File: config.mk
export PLATFORM = sky130hd
export DESIGN_NAME = host_word_entry_flat
export DESIGN_NICKNAME = d
export VERILOG_FILES = /design/src/rtl/host_word_entry_if.sv /design/src/rtl/host_word_entry.sv /design/src/flat_wrapper.sv
export SDC_FILE = /design/constraint.sdc
export NUM_CORES = 1
export LEC_CHECK = 0
export BUFFER_PORTS_ARGS = -buffer_cell sky130_fd_sc_hd__buf_2
export CORE_MARGIN = 1
export CORE_UTILIZATION = 57
export CTS_CLUSTER_DIAMETER = 120
export DETAILED_ROUTE_END_ITERATION = 16
export PLACE_DENSITY = 0.8
export RECOVER_POWER = 25
export SLEW_MARGIN = 15
export SYNTH_ARGS = -nofsm -noshare
export SYNTH_HDL_FRONTEND = slang
export SYNTH_SLANG_ARGS = --single-unit
export TNS_END_PERCENT = 1
File: constraint.sdc
create_clock -name clk -period 2.3 [get_ports clk]
set_clock_uncertainty 0.05 [all_clocks]
set_input_delay 0.46 -clock clk [delete_from_list [all_inputs] [get_ports clk]]
set_output_delay 0.46 -clock clk [all_outputs]
set_load 0.1 [all_outputs]
File: src/rtl/host_word_entry_if.sv
// Bus between the receive path / game stage and host_word_entry.
// Handshake: rx_valid is a one-cycle strobe qualifying rx_data; there is no
// back-pressure, so a byte the block cannot use is dropped (err pulse).
// confirm and gameEnd are single-cycle requests sampled on the clock edge.
// game_rdy is a level: a guess is only forwarded while it is high.
// All outputs are registered and respond the cycle after the input.
interface host_word_entry_if;
  logic [7:0]  rx_data;
  logic        rx_valid;
  logic        confirm;
  logic        game_rdy;
  logic        gameEnd;
  logic [39:0] setWord;
  logic        toggle_state;
  logic [7:0]  guess;
  logic [2:0]  letter_count;
  logic        word_locked;
  logic        dup;
  logic        err;
  logic [1:0]  dbg_state;

  modport master (
    output rx_data, rx_valid, confirm, game_rdy, gameEnd,
    input  setWord, toggle_state, guess, letter_count, word_locked, dup, err,
           dbg_state
  );

  modport slave (
    input  rx_data, rx_valid, confirm, game_rdy, gameEnd,
    output setWord, toggle_state, guess, letter_count, word_locked, dup, err,
           dbg_state
  );
endinterface

File: src/rtl/host_word_entry.sv
// Host word entry: collects the secret word, arms the game stage, then turns
// player bytes into a held guess that only changes to never-sent letters.
module host_word_entry #(
  parameter int         WORD_LEN   = 5,
  parameter logic [7:0] ENTER_CODE = 8'h0D,
  parameter logic [7:0] BS_CODE    = 8'h08
) (
  input  logic               clk,
  input  logic               nRst,
  host_word_entry_if.slave   bus
);

  typedef enum logic [1:0] {
    ST_ENTRY = 2'd0,
    ST_ARM   = 2'd1,
    ST_PLAY  = 2'd2,
    ST_CLEAR = 2'd3
  } state_t;

  localparam logic [2:0] FULL_COUNT = 3'(WORD_LEN);

  state_t      state, state_n;
  logic [39:0] word_q, word_n;
  logic [2:0]  count_q, count_n;
  logic [7:0]  guess_q, guess_n;
  logic [25:0] used_q, used_n;
  logic        err_q, err_n;
  logic        dup_q, dup_n;
  logic        toggle_q;
  logic        locked_q;

  logic        is_letter;
  logic [7:0]  letter;
  logic [4:0]  idx;
  logic        full;

  // Classify the incoming byte and fold lowercase onto uppercase.
  always_comb begin
    is_letter = 1'b0;
    letter    = bus.rx_data;
    if (bus.rx_data >= 8'h41 && bus.rx_data <= 8'h5A) begin
      is_letter = 1'b1;
    end else if (bus.rx_data >= 8'h61 && bus.rx_data <= 8'h7A) begin
      is_letter = 1'b1;
      letter    = bus.rx_data - 8'h20;
    end
  end

  // 'A'..'Z' have low five bits 1..26, so the mask index is that minus one.
  assign idx  = letter[4:0] - 5'd1;
  assign full = (count_q == FULL_COUNT);

  // State register.
  always_ff @(posedge clk or negedge nRst) begin
    if (!nRst) state <= ST_ENTRY;
    else       state <= state_n;
  end

  // Next-state and datapath decisions; confirm beats rx, gameEnd beats rx.
  always_comb begin
    state_n = state;
    word_n  = word_q;
    count_n = count_q;
    guess_n = guess_q;
    used_n  = used_q;
    err_n   = 1'b0;
    dup_n   = 1'b0;
    case (state)
      ST_ENTRY: begin
        if (bus.confirm) begin
          if (full) state_n = ST_ARM;
          else      err_n   = 1'b1;
        end else if (bus.rx_valid) begin
          if (is_letter) begin
            if (!full) begin
              word_n  = {word_q[31:0], letter};
              count_n = count_q + 3'd1;
            end else begin
              err_n = 1'b1;
            end
          end else if (bus.rx_data == BS_CODE) begin
            if (count_q != 3'd0) begin
              word_n  = {8'h00, word_q[39:8]};
              count_n = count_q - 3'd1;
            end else begin
              err_n = 1'b1;
            end
          end else if (bus.rx_data == ENTER_CODE) begin
            if (full) state_n = ST_ARM;
            else      err_n   = 1'b1;
          end else begin
            err_n = 1'b1;
          end
        end
      end
      ST_ARM: begin
        state_n = bus.gameEnd ? ST_CLEAR : ST_PLAY;
      end
      ST_PLAY: begin
        if (bus.gameEnd) begin
          state_n = ST_CLEAR;
        end else if (bus.rx_valid) begin
          if (is_letter) begin
            if (used_q[idx]) begin
              dup_n = 1'b1;
            end else if (!bus.game_rdy) begin
              err_n = 1'b1;
            end else begin
              guess_n     = letter;
              used_n[idx] = 1'b1;
            end
          end else begin
            err_n = 1'b1;
          end
        end
      end
      ST_CLEAR: begin
        word_n  = '0;
        count_n = '0;
        guess_n = '0;
        used_n  = '0;
        state_n = ST_ENTRY;
      end
      default: state_n = ST_ENTRY;
    endcase
  end

  // Datapath and registered status outputs.
  always_ff @(posedge clk or negedge nRst) begin
    if (!nRst) begin
      word_q   <= '0;
      count_q  <= '0;
      guess_q  <= '0;
      used_q   <= '0;
      err_q    <= 1'b0;
      dup_q    <= 1'b0;
      toggle_q <= 1'b0;
      locked_q <= 1'b0;
    end else begin
      word_q   <= word_n;
      count_q  <= count_n;
      guess_q  <= guess_n;
      used_q   <= used_n;
      err_q    <= err_n;
      dup_q    <= dup_n;
      toggle_q <= (state_n == ST_ARM);
      locked_q <= (state_n == ST_ARM) || (state_n == ST_PLAY);
    end
  end

  assign bus.setWord      = word_q;
  assign bus.letter_count = count_q;
  assign bus.guess        = guess_q;
  assign bus.err          = err_q;
  assign bus.dup          = dup_q;
  assign bus.toggle_state = toggle_q;
  assign bus.word_locked  = locked_q;
  assign bus.dbg_state    = state;

endmodule
File: src/flat_wrapper.sv
// flat-port wrapper written by rule: the top's interface ports become plain ports
module host_word_entry_flat 
#(
  parameter int         WORD_LEN   = 5,
  parameter logic [7:0] ENTER_CODE = 8'h0D,
  parameter logic [7:0] BS_CODE    = 8'h08
)
  (clk, nRst, bus_rx_data, bus_rx_valid, bus_confirm, bus_game_rdy, bus_gameEnd, bus_setWord, bus_toggle_state, bus_guess, bus_letter_count, bus_word_locked, bus_dup, bus_err, bus_dbg_state);
  host_word_entry_if bus_i ();
  input  logic clk;
  input  logic nRst;
  input wire logic [$bits(bus_i.rx_data)-1:0] bus_rx_data;
  input wire logic [$bits(bus_i.rx_valid)-1:0] bus_rx_valid;
  input wire logic [$bits(bus_i.confirm)-1:0] bus_confirm;
  input wire logic [$bits(bus_i.game_rdy)-1:0] bus_game_rdy;
  input wire logic [$bits(bus_i.gameEnd)-1:0] bus_gameEnd;
  output wire logic [$bits(bus_i.setWord)-1:0] bus_setWord;
  output wire logic [$bits(bus_i.toggle_state)-1:0] bus_toggle_state;
  output wire logic [$bits(bus_i.guess)-1:0] bus_guess;
  output wire logic [$bits(bus_i.letter_count)-1:0] bus_letter_count;
  output wire logic [$bits(bus_i.word_locked)-1:0] bus_word_locked;
  output wire logic [$bits(bus_i.dup)-1:0] bus_dup;
  output wire logic [$bits(bus_i.err)-1:0] bus_err;
  output wire logic [$bits(bus_i.dbg_state)-1:0] bus_dbg_state;
  assign bus_i.rx_data = bus_rx_data;
  assign bus_i.rx_valid = bus_rx_valid;
  assign bus_i.confirm = bus_confirm;
  assign bus_i.game_rdy = bus_game_rdy;
  assign bus_i.gameEnd = bus_gameEnd;
  assign bus_setWord = bus_i.setWord;
  assign bus_toggle_state = bus_i.toggle_state;
  assign bus_guess = bus_i.guess;
  assign bus_letter_count = bus_i.letter_count;
  assign bus_word_locked = bus_i.word_locked;
  assign bus_dup = bus_i.dup;
  assign bus_err = bus_i.err;
  assign bus_dbg_state = bus_i.dbg_state;
  host_word_entry #(.WORD_LEN(WORD_LEN), .ENTER_CODE(ENTER_CODE), .BS_CODE(BS_CODE)) u_core (.clk(clk), .nRst(nRst), .bus(bus_i));
endmodule
==> results.toml <==
[yosys]
synth_xor_xnor_area_share = 0.0113
yosys.area_share.adder = 0.0413
share_of_synthesized_cell_area_in_and_or_nand_and_nor_gates = 0.125
synth.area.mux_share = 0.105
synth_cell_types = 53
ys_async_sr_fraction = 1.00
synth.yosys.seq_area_share = 0.457
ys_seq_elements = 83
syn-num-nets = 468
compound_gate_fraction_of_synth_area = 0.210
synth_area_sq_um = 4550
postSynth.topFlopCell = "dfrtp_1"
synth_enable_flop_cells = 0
avgSynthCellArea_sq_um = 10.4
yosys_warnings = 0
synthesis.instances = 439
synth_top_family_by_area = "compound AO/OA/AOI/OAI gates"

[grt]
grt.overflow.total = 0
track_usage = 0.316
number_of_global_route_vias_before_repair = 4019
initial_antenna_violation_count = 0
grt_start_max_net_pins = 63
grt_pass1_wl_mm = 20.5

[drt]
remaining_drc_errors = 0
met2WireLength_mm = 6.17
wire_length_on_met3_microns = 858
wl_met1_mm = 5.45
avgViaCountPerCell = 6.33
drt_pre_antenna_iters = 5
drt-initial-drc-count = 321
routed_wirelength_mm = 12.8
antenna_violating_nets_post_route = 0
avgRoutedWirePerCell_microns = 19.4
vias = 4178
top_layer = "met4"

[place]
gpl.final_weighted_congestion = 0.920
hpwlAfterDp_mm = 8.53
io_buffer_count = 70

[floorplanning]
floorplan.die_area_sq_um = 8340
die_w_microns = 91.3
core_region_area_sq_um = 7730
floorplan.initialDensity = 0.588
io_pins = 71
die_y_microns = 91.3
core.rowCount = 32

[timing]
final_hold_viol_count = 0
final-max-slew-violation-count = 0
final.min_clock_period_ps = 2520
fmax_ghz = 0.396
worst_slew_margin_rel = 0.203
rsz0062_at_grt = "true"
fin_setup_tns_ps = -6480
postLayoutSetupSlackWorst_ps = -222
finalCritPeriodShare = 1.10
final-setup-viol-count = 38
worstMarginPinSlew_ps = 1200

[run_status]
violations = "negative setup slack"
outcome = "finished, violations left"

[clock_tree]
deepest_clock_path_buffer_count = 2
clock_sink_count = 83
number_of_h_tree_levels = 3
clockRootBuffer = "clkbuf_8"
clkLatencyLatePin_ps = 360
cts_inserted_buffers = 9
tritoncts = "done"
worst_setup_hold_path_clk_slew_ps = 90

[finish]
most-common-layout-cells = "dfrtp_1, buf_2, nand2_1"
area.growth.synth_to_final_pct = 30.5
mostFrequentLayoutCell = "dfrtp_1"
finalNetCount = 582
layout_fillers = 488
fin_util = 0.767
drive_above_1_share = 0.344
n_antenna_cell = 0

[worst_setup_path]
crit_path_start_kind = "primary input"
timing.critical_path.cells = "buf_8, inv_6, ha_4, xor2_4, mux4_2, mux2_4, a22oi_2, nand3_2, a21o_4, buf_8, o2bb2ai_2"
critical_path_arrival_ps = 2710
endpoint_kind = "register"
critPathKind = "primary input to register"
critical_path.max_stage_delay_ps = 520
most_frequent_cell_on_the_critical_path = "buf_8"
crit_path_max_fanout = 7
cpMaxStageDelayCell = "mux4_2"
critPathRequiredTime_ps = 2490

[power]
p_per_area_nw_per_um2 = 1030
irDropWorstVdd_v = 0.000760
power.static_leakage_nw = 2.70

[worst_hold_path]
hold_path.class = "primary input to register"

[job]
max-cap-violations = 0
## path summary, 6_finish.rpt
path | slack (ps) | from | depth (start not counted) | to
setup / recovery | -220 | bus_rx_data[0] | 11 | u_core.used_q[21]$_DFFE_PN0P_
hold reg to reg | 440 | u_core.used_q[16]$_DFFE_PN0P_ | 1 | u_core.used_q[16]$_DFFE_PN0P_
max in group asynchronous | 260 | nRst | 3 | u_core.used_q[11]$_DFFE_PN0P_
setup reg to reg | 20 | u_core.used_q[10]$_DFFE_PN0P_ | 7 | u_core.used_q[21]$_DFFE_PN0P_
min in group asynchronous | 800 | nRst | 2 | u_core.bus.setWord[25]$_DFFE_PN0P_
hold / removal | 320 | bus_game_rdy | 4 | u_core.bus.err$_DFF_PN0_
## metrics by stage
stage               worst slack (ps)  instances  hold WS, ps  power, W  area (sq um)
CTS                             -129        660          325   0.00609          5900
global placement                -568        639          314   0.00486          5490
detailed placement              -685        639          322   0.00494          5490
global route                    -262        660          346   0.00642          5930
floorplan                       -637        439          114   0.00390          4650
finish                          -222        660          323   0.00613          5930
## cell families after synthesis
logic type,Yosys count
mux,40
xor+xnor,5
flops,83
fa+ha+maj,15
buf+inv,48
simple gates,119
compound gates,129
## repair_timing
| action | in CTS | in global routing |
|---|---|---|
| gates cloned | 2 | 0 |
| endpoints found under the hold margin | 21 | 0 |
| hold buffers | 1 | 0 |
| buffers inserted | 2 | 0 |
| endpoints found under the setup margin | 59 | 73 |
| pin swaps | 12 | 2 |
| resized for setup | 40 | 10 |
## where the power goes
group          switching (W)  internal (W)  total (W)
sequential          0.000165       0.00161    0.00177
combinational        0.00223       0.00105    0.00327
clock               0.000572      0.000509    0.00108
total                0.00297       0.00316    0.00613
## synth_stat cells, types with 2 or more instances
library cell  instances  area [sq um]
o21bai_1              2          15.0
a32o_1                5          50.1
o31ai_1              38           285
buf_6                 4          45.0
o21ai_0              20           100
nand3_2               3          30.0
xnor2_1               4          35.0
inv_1                14          52.6
nor2_1                8          30.0
mux2_2                3          33.8
clkbuf_1             14          52.6
and3_1                2          12.5
and2_1                4          25.0
nand3b_1              3          22.5
a211oi_1              2          15.0
a211o_1               2          17.5
ha_1                 15           188
buf_2                14          70.1
mux4_2                6           135
or3_1                 3          18.8
a21o_1                3          22.5
nor2b_1               5          31.3
o211ai_1              9          67.6
nand2b_1              4          25.0
nand2_1              66           248
a311oi_1              2          17.5
nand3_1               8          40.0
dfrtp_1              83          2080
a31oi_1               4          25.0
nor3_1                5          25.0
mux2i_1              31           310
o2bb2ai_1            23           201
or2_2                 2          12.5
a21oi_1               8          40.0
nor4b_1               2          17.5
## layer usage
metal  up-vias  GRT usage
met5         -          0
met4         0      0.116
met3        44     0.0687
met2       213      0.484
met1      2074      0.444
li1       1847          -
## worst max-delay path: cells and delay by family
kind / cells / cell delay (ps)
fa+ha+maj: 1 / 150
compound gates: 3 / 640
xor+xnor: 1 / 190
buf+inv: 3 / 300
mux: 2 / 810
simple gates: 1 / 140
## layout make-up
type	instances	area, sq um	share of cell area
Tap cell	102	128	0.0215
Multi-Input combinational cell	308	2470	0.416
Clock buffer	11	131	0.0222
Clock inverter	5	62.6	0.0105
Sequential cell	83	2080	0.350
Inverter	15	68.8	0.0116
Timing Repair Buffer	136	997	0.168
## sequential cells by signal (all words and copies together), names as in the netlist
register and flops:
u_core.bus.dbg_state 2, u_core.bus.dup 1, u_core.bus.err 1, u_core.bus.guess 8
u_core.bus.letter_count 3, u_core.bus.setWord 40, u_core.bus.toggle_state 1, u_core.bus.word_locked 1
u_core.used_q 26
Note: power is estimated with default switching activity, not from simulation.
